**src/rtl/efuse_ctrl_pkg.sv**
```systemverilog
// Shared types and constants for the eFuse load controller and its APB front end.
package efuse_ctrl_pkg;

  // Load sequencer states
  typedef enum logic [2:0] {
    ST_IDLE    = 3'd0,
    ST_SETUP   = 3'd1,
    ST_STROBE  = 3'd2,
    ST_CAPTURE = 3'd3,
    ST_DONE    = 3'd4
  } efuse_state_e;

  // Register byte addresses
  localparam int unsigned REG_CTRL     = 32'h00;
  localparam int unsigned REG_STATUS   = 32'h01;
  localparam int unsigned REG_STRB_CFG = 32'h02;
  localparam int unsigned SHADOW_BASE  = 32'h80;

  // Shortest legal strobe width; a programmed 0 is promoted to this
  localparam int unsigned STRB_MIN = 1;

  function automatic logic [3:0] strb_sanitize(input logic [3:0] v);
    return (v == 4'd0) ? 4'(STRB_MIN) : v;
  endfunction

endpackage

```
**src/rtl/efuse_apb_regs.sv**
```systemverilog
// APB slave front end: address decode, strobe-width register, error response
// and the shadow byte read mux. Zero wait states; read data is combinational.
module efuse_apb_regs
  import efuse_ctrl_pkg::*;
#(
  parameter int EFUSE_BIT = 1024,
  parameter int AW        = 8,
  parameter int DW        = 8,
  parameter int STRB_DEF  = 4
) (
  input  logic                 clk_i,
  input  logic                 rstn_i,
  input  logic                 psel_i,
  input  logic                 penable_i,
  input  logic                 pwrite_i,
  input  logic [AW-1:0]        paddr_i,
  input  logic [DW-1:0]        pwdata_i,
  input  logic                 busy_i,
  input  logic                 load_done_i,
  input  logic [EFUSE_BIT-1:0] shadow_i,
  output logic [DW-1:0]        prdata_o,
  output logic                 pslverr_o,
  output logic                 start_o,
  output logic [3:0]           strb_cfg_o
);

  localparam int NBYTES = EFUSE_BIT / 8;
  localparam logic [AW-1:0] A_CTRL   = AW'(REG_CTRL);
  localparam logic [AW-1:0] A_STATUS = AW'(REG_STATUS);
  localparam logic [AW-1:0] A_STRB   = AW'(REG_STRB_CFG);
  localparam logic [AW-1:0] A_SHADOW = AW'(SHADOW_BASE);

  logic          access;
  logic          hit_shadow;
  logic [AW-1:0] sh_off;
  logic [7:0]    sh_byte;
  logic [3:0]    strb_q, strb_d;
  logic          unused_pwdata;

  assign access        = psel_i & penable_i;
  assign sh_off        = paddr_i - A_SHADOW;
  assign hit_shadow    = (paddr_i >= A_SHADOW) && (sh_off < AW'(NBYTES));
  assign strb_cfg_o    = strb_q;
  assign unused_pwdata = ^pwdata_i[DW-1:4];

  // Select the addressed shadow byte; bit k of byte n is fuse bit 8n+k
  always_comb begin
    sh_byte = '0;
    for (int n = 0; n < NBYTES; n++) begin
      if (sh_off == AW'(n)) sh_byte = shadow_i[8*n +: 8];
    end
  end

  // Decode the access phase into read data, error, start pulse and STRB_CFG update
  always_comb begin
    prdata_o  = '0;
    pslverr_o = 1'b0;
    start_o   = 1'b0;
    strb_d    = strb_q;
    if (access) begin
      if (paddr_i == A_CTRL) begin
        // START is only honoured when idle; otherwise silently ignored
        if (pwrite_i) start_o = pwdata_i[0] & ~busy_i;
      end else if (paddr_i == A_STATUS) begin
        if (pwrite_i) pslverr_o = 1'b1;
        else          prdata_o  = DW'({load_done_i, busy_i});
      end else if (paddr_i == A_STRB) begin
        if (pwrite_i) begin
          // Changing the strobe width under a running load is refused
          if (busy_i) pslverr_o = 1'b1;
          else        strb_d    = strb_sanitize(pwdata_i[3:0]);
        end else begin
          prdata_o = DW'(strb_q);
        end
      end else if (hit_shadow) begin
        if (pwrite_i) begin
          pslverr_o = 1'b1;
        end else begin
          // Partial contents are still returned, flagged as not yet valid
          prdata_o  = DW'(sh_byte);
          pslverr_o = busy_i;
        end
      end else begin
        pslverr_o = 1'b1;
      end
    end
  end

  // Strobe-width configuration register
  always_ff @(posedge clk_i or negedge rstn_i) begin
    if (!rstn_i) strb_q <= 4'(STRB_DEF);
    else         strb_q <= strb_d;
  end

endmodule

```
**src/rtl/efuse_load_ctrl.sv**
```systemverilog
// eFuse load controller: reads the fuse macro one bit at a time into a shadow
// register file and exposes it over APB. load_done qualifies the shadow as valid.
module efuse_load_ctrl
  import efuse_ctrl_pkg::*;
#(
  parameter  int EFUSE_BIT      = 1024,
  parameter  int APB_ADDR_WIDTH = 8,
  parameter  int APB_DATA_WIDTH = 8,
  parameter  int STRB_DEF       = 4,
  parameter  int AUTO_LOAD      = 1,
  localparam int EA_W           = $clog2(EFUSE_BIT)
) (
  input  logic                      clk,
  input  logic                      rstn,
  input  logic                      psel,
  input  logic                      penable,
  input  logic                      pwrite,
  input  logic [APB_ADDR_WIDTH-1:0] paddr,
  input  logic [APB_DATA_WIDTH-1:0] pwdata,
  output logic [APB_DATA_WIDTH-1:0] prdata,
  output logic                      pready,
  output logic                      pslverr,
  output logic                      efuse_csb,
  output logic [EA_W-1:0]           efuse_addr,
  output logic                      efuse_strobe,
  input  logic                      efuse_dout,
  output logic                      busy,
  output logic                      load_done
);

  efuse_state_e         state_q, state_d;
  logic [EA_W-1:0]      addr_q, addr_d;
  logic [3:0]           cnt_q, cnt_d;
  logic [3:0]           slen_q, slen_d;
  logic                 busy_q, busy_d;
  logic                 done_q, done_d;
  logic                 auto_q;
  logic                 dout_q;
  logic [EFUSE_BIT-1:0] shadow_q, shadow_d;
  logic                 start_req;
  logic [3:0]           strb_cfg;

  efuse_apb_regs #(
    .EFUSE_BIT (EFUSE_BIT),
    .AW        (APB_ADDR_WIDTH),
    .DW        (APB_DATA_WIDTH),
    .STRB_DEF  (STRB_DEF)
  ) u_regs (
    .clk_i       (clk),
    .rstn_i      (rstn),
    .psel_i      (psel),
    .penable_i   (penable),
    .pwrite_i    (pwrite),
    .paddr_i     (paddr),
    .pwdata_i    (pwdata),
    .busy_i      (busy_q),
    .load_done_i (done_q),
    .shadow_i    (shadow_q),
    .prdata_o    (prdata),
    .pslverr_o   (pslverr),
    .start_o     (start_req),
    .strb_cfg_o  (strb_cfg)
  );

  assign pready       = 1'b1;
  assign efuse_csb    = (state_q == ST_IDLE) || (state_q == ST_DONE);
  assign efuse_strobe = (state_q == ST_STROBE);
  assign efuse_addr   = addr_q;
  assign busy         = busy_q;
  assign load_done    = done_q;

  // Next-state logic for the bit-serial load sequence and shadow updates
  always_comb begin
    state_d  = state_q;
    addr_d   = addr_q;
    cnt_d    = cnt_q;
    slen_d   = slen_q;
    busy_d   = busy_q;
    done_d   = done_q;
    shadow_d = shadow_q;
    case (state_q)
      ST_IDLE: begin
        if (start_req || auto_q) begin
          shadow_d = '0;
          done_d   = 1'b0;
          busy_d   = 1'b1;
          addr_d   = '0;
          // Strobe width is frozen for the whole load
          slen_d   = strb_cfg;
          state_d  = ST_SETUP;
        end
      end
      ST_SETUP: begin
        cnt_d   = '0;
        state_d = ST_STROBE;
      end
      ST_STROBE: begin
        if (cnt_q == slen_q - 4'd1) state_d = ST_CAPTURE;
        else                        cnt_d   = cnt_q + 4'd1;
      end
      ST_CAPTURE: begin
        shadow_d[addr_q] = dout_q;
        if (addr_q == EA_W'(EFUSE_BIT - 1)) begin
          // Address is left parked on the last bit until the next start
          state_d = ST_DONE;
        end else begin
          addr_d  = addr_q + EA_W'(1);
          state_d = ST_SETUP;
        end
      end
      ST_DONE: begin
        busy_d  = 1'b0;
        done_d  = 1'b1;
        state_d = ST_IDLE;
      end
      default: state_d = ST_IDLE;
    endcase
  end

  // Sequencer, counters and shadow register file
  always_ff @(posedge clk or negedge rstn) begin
    if (!rstn) begin
      state_q  <= ST_IDLE;
      addr_q   <= '0;
      cnt_q    <= '0;
      slen_q   <= 4'(STRB_DEF);
      busy_q   <= 1'b0;
      done_q   <= 1'b0;
      shadow_q <= '0;
    end else begin
      state_q  <= state_d;
      addr_q   <= addr_d;
      cnt_q    <= cnt_d;
      slen_q   <= slen_d;
      busy_q   <= busy_d;
      done_q   <= done_d;
      shadow_q <= shadow_d;
    end
  end

  // One-shot auto-load request, live only in the first cycle after reset
  always_ff @(posedge clk or negedge rstn) begin
    if (!rstn) auto_q <= (AUTO_LOAD != 0);
    else       auto_q <= 1'b0;
  end

  // Macro data sampled while strobing; the last strobe cycle's value is captured
  always_ff @(posedge clk) begin
    if (state_q == ST_STROBE) dout_q <= efuse_dout;
  end

endmodule

```
**config.mk**
```make
export PLATFORM = sky130hd
export DESIGN_NAME = efuse_load_ctrl
export DESIGN_NICKNAME = d
export VERILOG_FILES = /design/src/rtl/efuse_ctrl_pkg.sv /design/src/rtl/efuse_apb_regs.sv /design/src/rtl/efuse_load_ctrl.sv
export SDC_FILE = /design/constraint.sdc
export NUM_CORES = 2
export LEC_CHECK = 0
export ABC_AREA = 1
export CAP_MARGIN = 20
export CELL_PAD_IN_SITES_DETAIL_PLACEMENT = 1
export CELL_PAD_IN_SITES_GLOBAL_PLACEMENT = 2
export CORE_ASPECT_RATIO = 1.75
export CORE_UTILIZATION = 39
export DETAILED_ROUTE_END_ITERATION = 12
export GPL_TIMING_DRIVEN = 0
export HOLD_SLACK_MARGIN = 0.03
export PLACE_DENSITY = 0.87
export SYNTH_ARGS = -nofsm -noshare
export SYNTH_HDL_FRONTEND = slang
export SYNTH_SLANG_ARGS = --single-unit
```
**constraint.sdc**
```tcl
create_clock -name clk -period 10.2 [get_ports clk]
set_input_delay 1.53 -clock clk [delete_from_list [all_inputs] [get_ports clk]]
set_output_delay 1.53 -clock clk [all_outputs]
set_load 0.1 [all_outputs]
```
-- After elaboration in Yosys (flattened, before gate mapping)
Cells that the tools add are included.
- bits in registers: 1053
- bits of input ports: 22
- add/sub/neg operators: 4
- magnitude comparators: 4
- equal/unequal tests: 139
- muxes and demuxes: 167
- bitwise operators: 5
- reductions and logical operators: 18
- operator list (kind ; count):
    one-hot mux 1024 bit (2 select lines) ; 1
    two-way mux 8 bit ; 134
    bitwise mux 1024 bit ; 1
    two-way mux 1024 bit ; 1
    equality test 8 x 7 -> 1 bit (second input constant) ; 64
    equality test 8 x 6 -> 1 bit (second input constant) ; 32
    equality test 8 x 5 -> 1 bit (second input constant) ; 16
    equality test 8 x 4 -> 1 bit (second input constant) ; 8
    equality test 8 x 3 -> 1 bit (second input constant) ; 4
    equality test 8 x 2 -> 1 bit (second input constant) ; 3
    two-way mux 10 bit ; 2
    one-hot mux 10 bit (2 select lines) ; 1
    equality test 8 x 1 -> 1 bit (second input constant) ; 2
    logical NOT 8 bit ; 2
    two-way mux 1 bit ; 15
    two-way mux 4 bit ; 3
    one-hot mux 3 bit (4 select lines) ; 1
    less-than comparator 10 x 11 -> 1 bit (second input constant) ; 1
    adder 10 x 1 -> 10 bit (second input constant) ; 1
    demux 1 bit (select 10 bit) ; 1
    equality test 10 bit (second input constant) ; 1
    >= comparator 10 x 1 -> 1 bit (second input constant) ; 1
    AND reduction 2 bit ; 5
    two-way mux 3 bit ; 3
    23 further kinds ; 34

-- Depth between registers and ports, before layout
- depth after elaboration: 136
- depth in mapped cells: 106

-- By module
A second synthesis with hierarchy kept.
- cell total of the unflattened synthesis: 9425
- area, all modules: 61985.7 um^2
- by module, submodules not included (module ; times used ; cells each ; area each (um^2) ; seq. area each (um^2)):
    efuse_load_ctrl ; 1 ; 6759 ; 50373.3 ; 26257.7
    efuse_apb_regs ; 1 ; 2666 ; 11612.4 ; 101.3

-- Worst setup path before layout
No wires, ideal clock.
- path kind: input to output
- start point: input paddr[2]
- end point: output prdata[7]
- data arrival time: 8299 ps
- path slack: 371 ps
- stages: 104
- buffers on the path: 0
- path through: nor2_2 nand2_2 nor2_2 nand2_1 nand3_1 o21ai_1 and2_1 nand4_1 nand2_1 nand2_1 nand2_1 nand2_1 nand2_1 nand2_1 nand2_1 nand3b_1 nand2_1 nand2_1 [... 68 more ...] nand2_1 nand2_1 nand2_1 nand3_1 nand2_1 nand3_1 nand2_1 nand2_1 nand2_1 nand2_1 nand2_1 nand3_1 nand2_1 nand4_1 nor2_1 nand4_1 nand2_1 a21oi_1
- longest elaborated chain between the ends: 136
- elaborated cells between the ends (all ways): 269
- classes of those cells: 1 x add/sub; 2 x order compare; 129 x eq/ne; 134 x mux; 3 x reduce/logical
- ends and longest elaborated chain (element ; line ; text):
    start: declaration ; efuse_load_ctrl.sv:18 ; input logic [APB_ADDR_WIDTH-1:0] paddr,
    subtractor 8 bit ; efuse_apb_regs.sv:41 ; assign sh_off = paddr_i - A_SHADOW;
    logical NOT 8 bit ; efuse_apb_regs.sv:50 ; if (sh_off == AW'(n)) sh_byte = shadow_i[8*n +: 8];
    two-way mux 8 bit (128 in series) ; efuse_apb_regs.sv:50 ;
    two-way mux 8 bit ; efuse_apb_regs.sv:76 ; if (pwrite_i) begin
    two-way mux 8 bit ; efuse_apb_regs.sv:75 ; end else if (hit_shadow) begin
    two-way mux 8 bit ; efuse_apb_regs.sv:67 ; end else if (paddr_i == A_STRB) begin
    two-way mux 8 bit ; efuse_apb_regs.sv:64 ; end else if (paddr_i == A_STATUS) begin
    two-way mux 8 bit * ; efuse_apb_regs.sv:61 ; if (paddr_i == A_CTRL) begin
    two-way mux 8 bit * ; efuse_apb_regs.sv:60 ; if (access) begin
    end: declaration ; efuse_load_ctrl.sv:20 ; output logic [APB_DATA_WIDTH-1:0] prdata,
Every way passes the cells marked *; elsewhere a longest branch is shown, timed or not.

-- Worst setup path in the final report
- start point: input paddr[2]
- end point: output prdata[6]
The elaborated chain is that of the path after synthesis.

==> qor.yml <==
run_status: "finished, violations left"
failed_checks: "setup timing"
hp-class: "reg2reg"
track_usage_pct: 37.8
ir_drop_mv: 0.169
ys_ff_latch: 1053
cts_made_buffers: 108
worst_slew_pin_slew_ns: 1.22
cp.required_ns: 8.67
clock_latency_ns: 0.76
drt_first_pass_iters: 6
critPathArrivalTime_ns: 10.89
cap_violations: 0
layout_min_cycle_time_ns: 12.42
ys_top_cells_by_area: "dfrtp_1 45%, nand2_1 11%, a32o_1 10%"
cp_top_family: "simple AND/OR/NAND/NOR gates"
yosysWarningCount: 0
num_vias: 61300
start_util_pct: 39.3
cts.sinks: 1053
drive_gt1_share_pct: 16.6
gp_congestion: 0.965
antenna_found_initial: 12
cp-end-kind: "output port"
crit_top_cell: "nand2_2"
grt_pass1_vias: 63900
h-tree-depth: 3
avgRoutedWirePerCell_um: 28.8
finalCritPeriodShare_pct: 122
fp.dieH_um: 514
ys_types: 42
cts-root-buf: "clkbuf_16"
die_area_um2: 151000
antenna_left: 0
hold_violations: 0
ios: 46
dp_hpwl_um: 204000
synth_top_area_share_pct: 45.0
slew_viol_final: 0
fmax_ghz: 0.0805
syn_to_final_growth_pct: 19.7
cp_slowest_stage_delay_ns: 0.24
grt_pass1_wl_um: 422000
yosys.area.top_type: "dfrtp_1"
syn_area_um2: 58400
numPortBuffers: 40
slew_headroom_pct: 18.4
placeableCoreArea_um2: 149000
critPathLaunchType: "input port"
power_uw: 12500
drc: 0
overflow: 0
final_net_count: 7943
fin_skew_ns: 0.0230
clk_transition_reported_paths_ns: 0.07
clockBufferDepth: 3
synth_cells: 7639
layout_setup_ws_ns: -2.22
die_w_um: 294
critical_path_peak_fanout: 4
grt_max_degree: 162
leakage_uw: 0.0289
rsz0062_at_grt: "true"
critical_path_class: "in2out"
syn_avg_cell_area_um2: 7.64
power_density_nw_per_um2: 179
num_rows: 187
cp_slowest_cell: "nand4_1"
viasPerCell: 6.13
cts_tree: "yes"
setup_viol: 8
crit_buf_inv: 5
drt_iter0_markers: 4971
pre_cts_ws_ns: -5.65
wl_um: 288000
synth_seq_area_share_pct: 45.1
synth_fp_nets: 7667
-- layer usage --
metal	global-route usage, %	part of all wire, %	up-vias
li1	-	-	26600
met1	40.3	35	31100
met2	62.4	48	2480
met3	8.56	7.0	1139
met4	33.3	10	14
met5	0	0.043	-
-- stage by stage --
stage | util (%) | hold slack, ns | instances | area [µm²] | setup TNS [ns]
floorplan | - | 0.453 | 7639 | 58400 | 0
global placement | 41.2 | 0.465 | 9663 | 61300 | -
detailed placement | 42.1 | 0.473 | 9724 | 62500 | -41.15
CTS | 46.2 | 0.488 | 9969 | 68600 | -18.40
global route | 47.0 | 0.494 | 9988 | 69900 | -19.87
finish | 47.0 | 0.484 | 9999 | 69900 | -16.02
-- cells in the final DEF (no fill, tap or decap), drive strengths merged, types with 4 or more instances in the layout --
master,instances
nor3,26
or2,307
xnor2,4
o22ai,73
o21ai,1007
clkinv,35
buf,172
nand3,540
diode,12
nor2,902
nand2,1691
clkbuf,702
a21oi,258
dfrtp,1049
a32o,597
clkdlybuf4s50,23
inv,539
ha,6
bufinv,9
nand4,34
-- worst paths after layout --
kind                                      startpoint                        end  slack, ns  cells past startpoint
max                                         paddr[2]                  prdata[6]      -2.22                    102
min                        shadow_q[363]$_DFFE_PN0P_  shadow_q[363]$_DFFE_PN0P_       0.48                      1
max reg2reg                efuse_addr[2]$_DFFE_PN0P_  shadow_q[794]$_DFFE_PN0P_       4.97                     11
min reg2reg                shadow_q[363]$_DFFE_PN0P_  shadow_q[363]$_DFFE_PN0P_       0.48                      1
max in group asynchronous                       rstn  shadow_q[376]$_DFFE_PN0P_       7.02                      4
min in group asynchronous                       rstn  shadow_q[938]$_DFFE_PN0P_       0.65                      1
-- cells in the mapped netlist, drive strengths merged --
master  count
and2        1
nor4        2
buf        29
xnor2       4
nor2      902
a21oi     258
or2       307
edfxtp      1
o211ai      1
a32o      597
nand3     540
nor3b       1
dfrtp    1049
ha          6
nand2    1691
clkinv     14
clkbuf    539
nor3       26
inv       537
xor2        3
o22ai      73
nand3b      2
o21bai      2
a31oi       3
nand4      34
conb        2
dfstp       3
a211oi      2
o32ai       3
o21ai    1007
-- cell type report --
cell class | count | area (µm²)
diodes | 12 | 30.0
plain buffers | 568 | 2220
clock buffers | 163 | 3230
clock inverters | 35 | 382
fillers | 18000 | 78700
inverters | 551 | 2160
multi-input cells | 5467 | 30700
flip-flops and latches | 1053 | 26400
well taps | 1984 | 2480
repair buffers | 166 | 2320
-- registers in the layout, summed over array words and instances (netlist names) --
register           flops
shadow_q            1024
efuse_addr            10
cnt_q                  4
slen_q                 4
u_regs.strb_cfg_o      4
state_q                3
auto_q                 1
busy                   1
dout_q                 1
load_done              1
-- power by group --
| part | switching, µW | total, µW | internal (µW) |
|---|---|---|---|
| Clock | 1880 | 4240 | 2360 |
| Combinational | 3140 | 4010 | 871 |
| Sequential | 26.1 | 4230 | 4200 |
-- cells by family (layout without fill, tap and decap cells) --
logic type | Yosys count | in the layout | synth area share (%)
and+or+nand+nor | 3506 | 3506 | 25.4
AOI/OAI and AO/OA | 1946 | 1946 | 22.0
buffers and inverters | 1119 | 1483 | 7.22
DFF | 1053 | 1053 | 45.1
xor gates and xnor gates | 7 | 7 | 0.105
adders and majority gates | 6 | 6 | 0.129
other | 2 | 14 | 0.0129
-- repair_timing --
item                       CTS  global route
hold buffers                 0             0
pin swaps                  325           457
gates cloned                 1             0
resized for setup          637           301
setup endpoints to repair    8             8
setup buffers               46            17
No activity file was read; power rests on OpenSTA's default activity.
